<file path="config.mk">
export PLATFORM = sky130hd
export DESIGN_NAME = call_ret_ctrl
export DESIGN_NICKNAME = d
export VERILOG_FILES = /design/src/rtl/call_ret_pkg.sv /design/src/rtl/call_ret_ctrl.sv
export SDC_FILE = /design/constraint.sdc
export NUM_CORES = 1
export LEC_CHECK = 0
export BUFFER_PORTS_ARGS = -buffer_cell sky130_fd_sc_hd__buf_2
export CAP_MARGIN = 20
export CORE_ASPECT_RATIO = 1.1
export CORE_UTILIZATION = 31
export CTS_CLUSTER_SIZE = 16
export DETAILED_ROUTE_END_ITERATION = 16
export GPL_TIMING_DRIVEN = 0
export PLACE_DENSITY = 0.8
export SYNTH_ARGS = -nofsm -noshare
export SYNTH_HDL_FRONTEND = slang
export SYNTH_SLANG_ARGS = --single-unit
</file>
<file path="constraint.sdc">
create_clock -name clk -period 1.9 [get_ports clk]
set_clock_uncertainty 0.05 [all_clocks]
set_input_delay 0.19 -clock clk [delete_from_list [all_inputs] [get_ports clk]]
set_output_delay 0.19 -clock clk [all_outputs]
set_load 0.01 [all_outputs]
</file>
<file path="src/rtl/call_ret_pkg.sv">
// Shared defaults and FSM state encoding for the call/return controller.
package call_ret_pkg;

  localparam int ADDR_W_DEF = 12;
  localparam int DEPTH_DEF  = 8;

  typedef enum logic [1:0] {
    IDLE     = 2'd0,
    RET_WAIT = 2'd1,
    ERR      = 2'd2
  } state_t;

endpackage

</file>
<file path="src/rtl/call_ret_ctrl.sv">
// Call/return sequencer driving an external return-address stack.
// Define CALL_RET_DEPTH_CHECK_EN to track stack depth and trap overflow/underflow.
module call_ret_ctrl
  import call_ret_pkg::*;
#(
  parameter int ADDR_W = ADDR_W_DEF,
  parameter int DEPTH  = DEPTH_DEF
) (
  input  logic              clk,
  input  logic              rst,
  input  logic              instr_valid,
  input  logic              is_call,
  input  logic              is_ret,
  input  logic [ADDR_W-1:0] pc,
  input  logic [ADDR_W-1:0] target,
  input  logic [ADDR_W-1:0] stk_rdata,
  output logic              push,
  output logic              pop,
  output logic [ADDR_W-1:0] stk_wdata,
  output logic              pc_load,
  output logic [ADDR_W-1:0] next_pc,
  output logic              stall,
  output logic              overflow,
  output logic              underflow,
  output logic              illegal
);

  state_t state, state_nxt;
  logic   illegal_set;

`ifdef CALL_RET_DEPTH_CHECK_EN
  localparam int DEPTH_W = $clog2(DEPTH + 1);

  logic [DEPTH_W-1:0] depth;
  logic               overflow_set, underflow_set;
  logic               overflow_q, underflow_q;
`else
  logic unused_depth_param;
  assign unused_depth_param = (DEPTH > 0);
`endif

  // Outputs are combinational so a call redirects in the same cycle it is seen.
  always_comb begin
    state_nxt   = state;
    push        = 1'b0;
    pop         = 1'b0;
    pc_load     = 1'b0;
    stall       = 1'b0;
    next_pc     = '0;
    stk_wdata   = '0;
    illegal_set = 1'b0;
`ifdef CALL_RET_DEPTH_CHECK_EN
    overflow_set  = 1'b0;
    underflow_set = 1'b0;
`endif
    case (state)
      IDLE: begin
        if (instr_valid) begin
          if (is_call && is_ret) begin
            illegal_set = 1'b1;
            stall       = 1'b1;
            state_nxt   = ERR;
          end else if (is_call) begin
`ifdef CALL_RET_DEPTH_CHECK_EN
            if (depth == DEPTH_W'(DEPTH)) begin
              overflow_set = 1'b1;
              stall        = 1'b1;
              state_nxt    = ERR;
            end else
`endif
            begin
              push      = 1'b1;
              stk_wdata = pc + ADDR_W'(1);
              pc_load   = 1'b1;
              next_pc   = target;
            end
          end else if (is_ret) begin
`ifdef CALL_RET_DEPTH_CHECK_EN
            if (depth == '0) begin
              underflow_set = 1'b1;
              stall         = 1'b1;
              state_nxt     = ERR;
            end else
`endif
            begin
              stall     = 1'b1;
              state_nxt = RET_WAIT;
            end
          end
        end
      end
      RET_WAIT: begin
        pop       = 1'b1;
        pc_load   = 1'b1;
        next_pc   = stk_rdata;
        state_nxt = IDLE;
      end
      ERR: begin
        stall = 1'b1;
      end
      default: begin
        state_nxt = IDLE;
      end
    endcase

    // Reset silences everything, including a return caught mid-flight.
    if (rst) begin
      push        = 1'b0;
      pop         = 1'b0;
      pc_load     = 1'b0;
      stall       = 1'b0;
      next_pc     = '0;
      stk_wdata   = '0;
      illegal_set = 1'b0;
`ifdef CALL_RET_DEPTH_CHECK_EN
      overflow_set  = 1'b0;
      underflow_set = 1'b0;
`endif
    end
  end

  always_ff @(posedge clk) begin
    if (rst) begin
      state   <= IDLE;
      illegal <= 1'b0;
    end else begin
      state   <= state_nxt;
      illegal <= illegal | illegal_set;
    end
  end

`ifdef CALL_RET_DEPTH_CHECK_EN
  always_ff @(posedge clk) begin
    if (rst) begin
      depth       <= '0;
      overflow_q  <= 1'b0;
      underflow_q <= 1'b0;
    end else begin
      if (push) begin
        depth <= depth + DEPTH_W'(1);
      end else if (pop) begin
        depth <= depth - DEPTH_W'(1);
      end
      overflow_q  <= overflow_q | overflow_set;
      underflow_q <= underflow_q | underflow_set;
    end
  end

  assign overflow  = overflow_q;
  assign underflow = underflow_q;
`else
  assign overflow  = 1'b0;
  assign underflow = 1'b0;
`endif

endmodule

</file>
==> results of run 1 <==
-- routing by layer --
layer | up-vias | share of wire, % | wire length, um | global-route usage (%)
li1 | 452 | - | - | -
met3 | 2 | 9.4 | 183 | 3.17
met2 | 66 | 51 | 1000 | 42.2
met1 | 394 | 39 | 753 | 22.6
met4 | 0 | 0.41 | 8 | 4.52
met5 | - | 0 | 0 | 0
-- repair_timing --
item	4_1_cts	5_1_grt
gates resized for setup	3	9
setup endpoints to repair	10	23
pin swaps	2	2
setup buffers	0	1
-- worst max-delay path: cells and delay by family (launching register included) --
kind	cells	cell delay, ns
buffers and inverters	3	0.37
AND/OR/NAND/NOR	2	0.44
AO/OA/AOI/OAI	1	0.14
flip-flops	1	0.35
-- logic make-up (layout without fill, tap and decap cells) --
logic type | count (synthesis) | after routing | synth area share (%)
buffers and inverters | 9 | 83 | 9.19
AOI/OAI and AO/OA | 29 | 29 | 38.2
and+or+nand+nor | 32 | 32 | 33.8
DFF | 3 | 3 | 11.0
other | 1 | 2 | 0.689
adders and majority gates | 1 | 1 | 2.30
xor gates and xnor gates | 3 | 3 | 4.83
-- power by group through the flow --
stage | sequential (mW) | clock (mW) | combinational [mW]
detailed placement | 0.0700 | 0 | 0.130
global placement | 0.0697 | 0 | 0.127
floorplan | 0.0700 | 0 | 0.0553
global route | 0.0704 | 0.122 | 0.153
finish | 0.0702 | 0.115 | 0.137
CTS | 0.0691 | 0.116 | 0.131
-- area by class of cell --
cell class,count,area share [%]
buffer,6,4.85
clock buffer,4,2.68
inverter,3,1.15
multi-input combinational,67,46.9
sequential,3,6.25
tap,17,2.17
timing repair buffer,70,36.0
-- registers in the layout, indices dropped and copies added, names as in the netlist --
signal / count
state: 2
illegal: 1
-- per-stage QoR --
stage / setup WS [ns] / util (%) / std cells / hold slack, ns
3_5_place_dp: 0.0816 / 56.7 / 165 / 0.361
6_report: 0.129 / 60.8 / 170 / 0.128
5_1_grt: 0.0136 / 60.8 / 170 / 0.143
2_1_floorplan: 0.341 / - / 79 / 0.212
4_1_cts: 0.00247 / 58.8 / 169 / 0.115
3_3_place_gp: 0.111 / 56.7 / 165 / 0.350
-- placed cells by master (no fill, tap or decap), types with 2 or more instances in the layout --
| cell type | Yosys | layout |
|---|---|---|
| nor2_1 | 7 | 7 |
| clkbuf_2 | 0 | 2 |
| nand2_1 | 5 | 4 |
| clkbuf_4 | 0 | 3 |
| dfxtp_1 | 3 | 2 |
| nand3_1 | 4 | 4 |
| conb_1 | 1 | 2 |
| or4_1 | 5 | 5 |
| inv_1 | 3 | 2 |
| o21ai_0 | 2 | 2 |
| xor2_1 | 2 | 2 |
| buf_2 | 1 | 69 |
| nor3_1 | 2 | 2 |
| buf_6 | 1 | 2 |
| o31ai_1 | 5 | 5 |
| a22o_1 | 12 | 12 |
| a21oi_1 | 8 | 8 |
| buf_4 | 2 | 3 |
-- final timing paths --
check               endpoint      from  depth (start not counted)
hold / removal      state[0]   is_call                          2
hold reg to reg      illegal   illegal                          2
setup / recovery  next_pc[8]  state[1]                          6
setup reg to reg    state[0]  state[0]                          2
==> results.cfg, run 1 <==
[status]
outcome = finished, final reports clean

[worst_setup_path]
r2r_setup_slack_ns = 0.96
crit_chain = nor4bb_4 > nand2_2 > inv_2 > buf_6 > a22o_1 > buf_2
slowest_delay_ns = 0.35
arrival_ns = 1.53
critical_path_class = flop to primary output
cpMaxStageDelayCell = dfxtp_2
start_kind = flop
critPathMaxFanout = 10
crit_path_end_kind = primary output
cp.required_ns = 1.66

[final_layout]
drive_gt1_share_pct = 56.9
syn2layout_area_growth_pct = 80.2
nets = 196
fin_area_um2 = 981
nFillCells = 154
seq_area_um2 = 61.3
n_antenna_cell = 0
multi_input_area_um2 = 460

[timing]
finalSetupViolCount = 0
rsz0062_at_grt = no
hold_viol = 0
setup_tns_ns = 0
clock.fmax_ghz = 0.565
timing.final.crit_share_pct = 93.2
slew_viol_final = 0
post-route-min-period_ns = 1.77

[yosys]
synthCells = 78
yosysTopAreaCellShare_pct = 19.3
yosys-top-cells-area = a22o_1, dfxtp_1, a21oi_1
synth_most_common_cell = a22o_1
synth_cell_types = 30
ys.flop_type = dfxtp_1
async_flop_share_pct = 0
yosysSeqAreaShare_pct = 11.0
syn_area_um2 = 544
avgSynthCellArea_um2 = 6.98
ys_warn_count = 0
synth_edf_count = 0
yosys_register_bits = 3
synth_area_leader_cell = a22o_1
ys_top_cells_by_count = a22o_1, a21oi_1, nor2_1

[grt]
grt_pass1_wl_um = 3140
overflow = 0
grt_usage_pct = 20.7
antenna_found_initial = 0
grt_pass1_vias = 811
grt_max_degree = 11

[cts]
h-tree-depth = 1
hold_buffers = 0
cts.sinks = 3
path_clk_slew_ns = 0.04
cts_tree = yes
root_buffer = clkbuf_4
numCtsBuffers = 3
clockBufferDepth = 2
clk_latency_ns = 0.23

[die]
die_h_um = 45.9
core_region_area_um2 = 1610
fp.dieW_um = 42.0
io_pins = 72
initial_core_util_pct = 33.7
die_area_um2 = 1930
rows = 15

[detailed_routing]
vias_per_cell = 5.38
drt-wirelength-per-cell_um = 11.4
postRouteAntennaNets = 0
drcViolationCount = 0
dr.pass1.iters = 4
drt-total-wl_um = 1950
initialDrtViolationCount = 12
vias = 914

[power]
p_leak_nw = 0.551
p_per_area_nw_per_um2 = 328
clkPwrFrac_pct = 35.7
combPwrFrac_pct = 42.5
p_int_mw = 0.214
ir_worst_vdd_uv = 437
switching_share_pct = 33.4
finalPower_mw = 0.321
p_sw_mw = 0.107
seqPwrFrac_pct = 21.8

[placement]
placed_area_um2 = 915
gp_congestion = 0.839
dpl.hpwl_um = 1590
io_buffers = 69

[hold_path]
min_path_type = primary input to flop

[flow_run]
cap_violations = 0
(Power assumes the default switching activity.)
==> run 2: changes to the inputs <==
==> constraint.sdc (replaced) <==
create_clock -name clk -period 1.9 [get_ports clk]
set_clock_uncertainty 0.05 [all_clocks]
set_input_delay 0.475 -clock clk [delete_from_list [all_inputs] [get_ports clk]]
set_output_delay 0.475 -clock clk [all_outputs]
set_load 0.01 [all_outputs]
==> results.cfg, run 2 (same netlist as run 1, synthesis figures left out) <==
[final_layout]
n_antenna_cell = 0
nFillCells = 96
multi_input_area_um2 = 568
top_register = state
final_common_cell = buf_2
syn2layout_area_growth_pct = 146
largest_register_ff_count = 2
drive_gt1_share_pct = 71.0
nets = 212
reg_top3 = state (2), illegal (1)
seq_area_um2 = 63.8
final_cells = 186
final_cell_mix = buf_2, buf_4, buf_6, a22o_1, nor2_1
finish.utilization_pct = 82.8
fin_area_um2 = 1340

[die]
die_area_um2 = 1930
rows = 15
die_h_um = 45.9
core_region_area_um2 = 1610
fp.dieW_um = 42.0
io_pins = 72
initial_core_util_pct = 33.7

[worst_setup_path]
cpMaxStageDelayCell = or4_4
cpMostUsedCell = buf_6
crit_chain = buf_6 > nand4_4 > buf_6 > or4_4 > a21oi_2 > buf_2
crit_path_end_kind = primary output
slowest_delay_ns = 0.48
cp.required_ns = 1.37
start_kind = primary input
critical_path_class = primary input to primary output
arrival_ns = 1.63
critPathMaxFanout = 5

[cts]
h-tree-depth = 1
path_clk_slew_ns = 0.04
clockBufferDepth = 2
clk_latency_ns = 0.24
cts_tree = yes
numCtsBuffers = 3
cts.sinks = 3
root_buffer = clkbuf_4

[grt]
use_met1_pct = 37.3
overflow = 0
grt_usage_pct = 30.7
gr-usage-met3_pct = 5.16
grt_pass1_wl_um = 4460
grt_max_degree = 11
met2_usage_pct = 54.4
antenna_found_initial = 0
grt_pass1_vias = 939
busiest_layer = met2

[timing]
slew_viol_final = 0
setup_tns_ns = -3.80
post-route-min-period_ns = 2.15
clock.fmax_ghz = 0.465
hold_viol = 0
finalSetupViolCount = 25
postLayoutSetupSlackWorst_ns = -0.252
timing.final.crit_share_pct = 113
holdWs_ns = 0.356
rsz0062_at_grt = yes

[hold_path]
min_path_type = primary input to flop

[flow_run]
cap_violations = 0

[power]
finalPower_mw = 0.397
p_per_area_nw_per_um2 = 297
ir_worst_vdd_uv = 439
p_leak_nw = 0.674

[detailed_routing]
drcViolationCount = 0
vias = 1129
dr.pass1.iters = 4
postRouteAntennaNets = 0
vias_per_cell = 6.07
initialDrtViolationCount = 44
drt-total-wl_um = 3590
drt-wirelength-per-cell_um = 19.3

[placement]
placed_area_um2 = 945
dp_cells = 165
place_ws_ns = -0.350
gp_congestion = 0.825
dpl.hpwl_um = 1710
io_buffers = 69

[status]
outcome = complete, but fails checks
violations = setup timing
run 2: cell count changes in the layout (fill, tap and decap cells not counted), sizes merged:
cell    change
clkbuf      +1
buf        +15
run 2: cell type report:
class / instances / share of cell area [%]
Buffer: 6 / 4.40
Clock buffer: 4 / 1.97
Inverter: 3 / 0.843
Multi-Input combinational cell: 67 / 42.5
Sequential cell: 3 / 4.78
Tap cell: 17 / 1.59
Timing Repair Buffer: 86 / 43.9
run 2: report_power, final:
part	total [mW]	internal, mW	switching [mW]
registers	0.0692	0.0656	0.00364
logic	0.210	0.110	0.101
clock network	0.118	0.0791	0.0385
total	0.397	0.254	0.143
run 2: what timing repair did:
item | CTS | global route
buffers inserted | 10 | 4
cloned | 3 | 0
setup endpoints to repair | 26 | 26
gates resized for setup | 52 | 9
hold buffers | 0 | 0
hold endpoints to repair | 0 | 0
pin swaps | 29 | 9
run 2: layer usage:
metal  share of wire [%]  vias to the layer above
li1                    -                      489
met1                  35                      529
met2                  52                       89
met3                 8.1                       22
met4                 4.3                        0
met5                   0                        -
run 2: worst paths after layout:
path / start / to / slack (ns) / depth (start not counted)
worst max-delay path: pc[2] / stk_wdata[7] / -0.25 / 6
worst min-delay path: is_call / state[0] / 0.36 / 2
worst max register to register: state[1] / illegal / 0.91 / 4
worst min register to register: illegal / illegal / 0.46 / 2
run 2: critical path: cells and delay by family:
kind	cells	cell delay (ns)
buf+inv	3	0.41
simple gates	2	0.58
compound gates	1	0.16
==> run 3: changes to the inputs <==
--- a/config.mk
+++ b/config.mk
@@ -13,6 +13,7 @@
 export DETAILED_ROUTE_END_ITERATION = 16
 export GPL_TIMING_DRIVEN = 0
 export PLACE_DENSITY = 0.8
+export REMOVE_ABC_BUFFERS = 1
 export SYNTH_ARGS = -nofsm -noshare
 export SYNTH_HDL_FRONTEND = slang
 export SYNTH_SLANG_ARGS = --single-unit
==> results.cfg, run 3 (same netlist as run 1, synthesis figures left out) <==
[final_layout]
drive_gt1_share_pct = 64.8
top_register = state
nets = 205
final_cell_mix = buf_2, buf_4, a22o_1, nor2_1
reg_top3 = state (2), illegal (1)
n_antenna_cell = 0
final_common_cell = buf_2
largest_register_ff_count = 2
fin_area_um2 = 1250
final_cells = 179
syn2layout_area_growth_pct = 130
nFillCells = 121

[grt]
grt_pass1_vias = 767
antenna_found_initial = 0
grt_max_degree = 12
grt_usage_pct = 21.0
overflow = 0
grt_pass1_wl_um = 3200

[worst_setup_path]
r2r_start = state[1]
worst-r2r-cell-count = 4
critPathMaxFanout = 6
worst-path-buf-inv = 2
critPathLaunch = pc[2]
cpLargestDelayFamily = simple AND/OR/NAND/NOR gates
slowest_delay_ns = 0.53
start_kind = primary input
crit_chain = buf_12 > nand4_4 > or4_4 > a21oi_2 > buf_2
cp.depth = 5
reg2reg_to = state[0]
r2r_setup_slack_ns = 0.74
arrival_ns = 1.53
cp-endpoint = stk_wdata[11]
cp.required_ns = 1.37
critical_path_class = primary input to primary output
crit_path_end_kind = primary output
cpMaxStageDelayCell = or4_4

[timing]
timing.final.crit_share_pct = 108
holdWs_ns = 0.370
slew_viol_final = 0
finalSetupViolCount = 24
rsz0062_at_grt = yes
setup_tns_ns = -2.21
clock.fmax_ghz = 0.487
hold_viol = 0
postLayoutSetupSlackWorst_ns = -0.154
post-route-min-period_ns = 2.05

[power]
ir_worst_vdd_uv = 343
p_leak_nw = 0.627
p_per_area_nw_per_um2 = 295

[die]
io_pins = 72
core_region_area_um2 = 1610
die_area_um2 = 1930
initial_core_util_pct = 33.7
rows = 15
fp.dieW_um = 42.0
die_h_um = 45.9

[placement]
dp_cells = 160
dpl.hpwl_um = 1430
placed_area_um2 = 881
gp_congestion = 0.826
io_buffers = 69

[status]
violations = setup timing
outcome = complete, but fails checks

[cts]
h-tree-depth = 1
clk_latency_ns = 0.23
path_clk_slew_ns = 0.04
cts_tree = yes
clockBufferDepth = 2
cts.sinks = 3
numCtsBuffers = 3
root_buffer = clkbuf_4

[detailed_routing]
drcViolationCount = 0
postRouteAntennaNets = 0
dr.pass1.iters = 4
initialDrtViolationCount = 17
drt-wirelength-per-cell_um = 12.9
drt-total-wl_um = 2310
vias = 991
vias_per_cell = 5.54

[flow_run]
cap_violations = 0

[hold_path]
min_path_type = primary input to flop
run 3: what timing repair did:
item,4_1_cts,5_1_grt
cloned,1,0
endpoints found under the setup margin,25,25
hold endpoints to repair,0,0
hold buffers,0,0
resized for setup,47,8
setup buffers,9,5
pin swaps,24,6
run 3: area by class of cell:
type                            count  area, um2  share of cell area (%)
Timing Repair Buffer               84        586                    46.8
Multi-Input combinational cell     68        541                    43.2
Sequential cell                     3       63.8                    5.09
Clock buffer                        4       26.3                    2.10
Tap cell                           17       21.3                    1.70
Inverter                            3       15.0                    1.20
run 3: how the worst min path moves through the flow:
stage / start / end / slack [ns] / depth (start not counted)
after CTS: is_call / state[0] / 0.37 / 2
after global routing: is_call / state[0] / 0.37 / 2
after floorplan: state[0] / state[1] / 0.41 / 1
after global placement: illegal / illegal / 0.40 / 2
final: is_call / state[0] / 0.37 / 2
after detailed placement: illegal / illegal / 0.42 / 2
run 3: power breakdown:
group	leakage [nW]	total, mW	switching, mW	internal, mW
combinational	0.586	0.190	0.0840	0.106
clock	0.0150	0.112	0.0334	0.0788
sequential	0.0252	0.0679	0.00240	0.0655
run 3: stage by stage:
| step | utilization (%) | setup WS, ns | total power [mW] |
|---|---|---|---|
| after floorplan | - | -0.377 | 0.120 |
| final | 77.6 | -0.154 | 0.370 |
| after global routing | 77.6 | -0.218 | 0.395 |
| after detailed placement | 54.6 | -0.634 | 0.193 |
| after CTS | 73.4 | -0.110 | 0.359 |
| after global placement | 54.3 | -0.647 | 0.190 |
run 3: routing by layer:
metal	track usage, %	vias up	share of wire [%]	wire (um)
li1	-	473	-	-
met1	23.7	446	36	842
met3	3.57	4	8.1	188
met5	0	-	0	0
met4	3.87	0	1.2	27
met2	41.9	68	54	1250
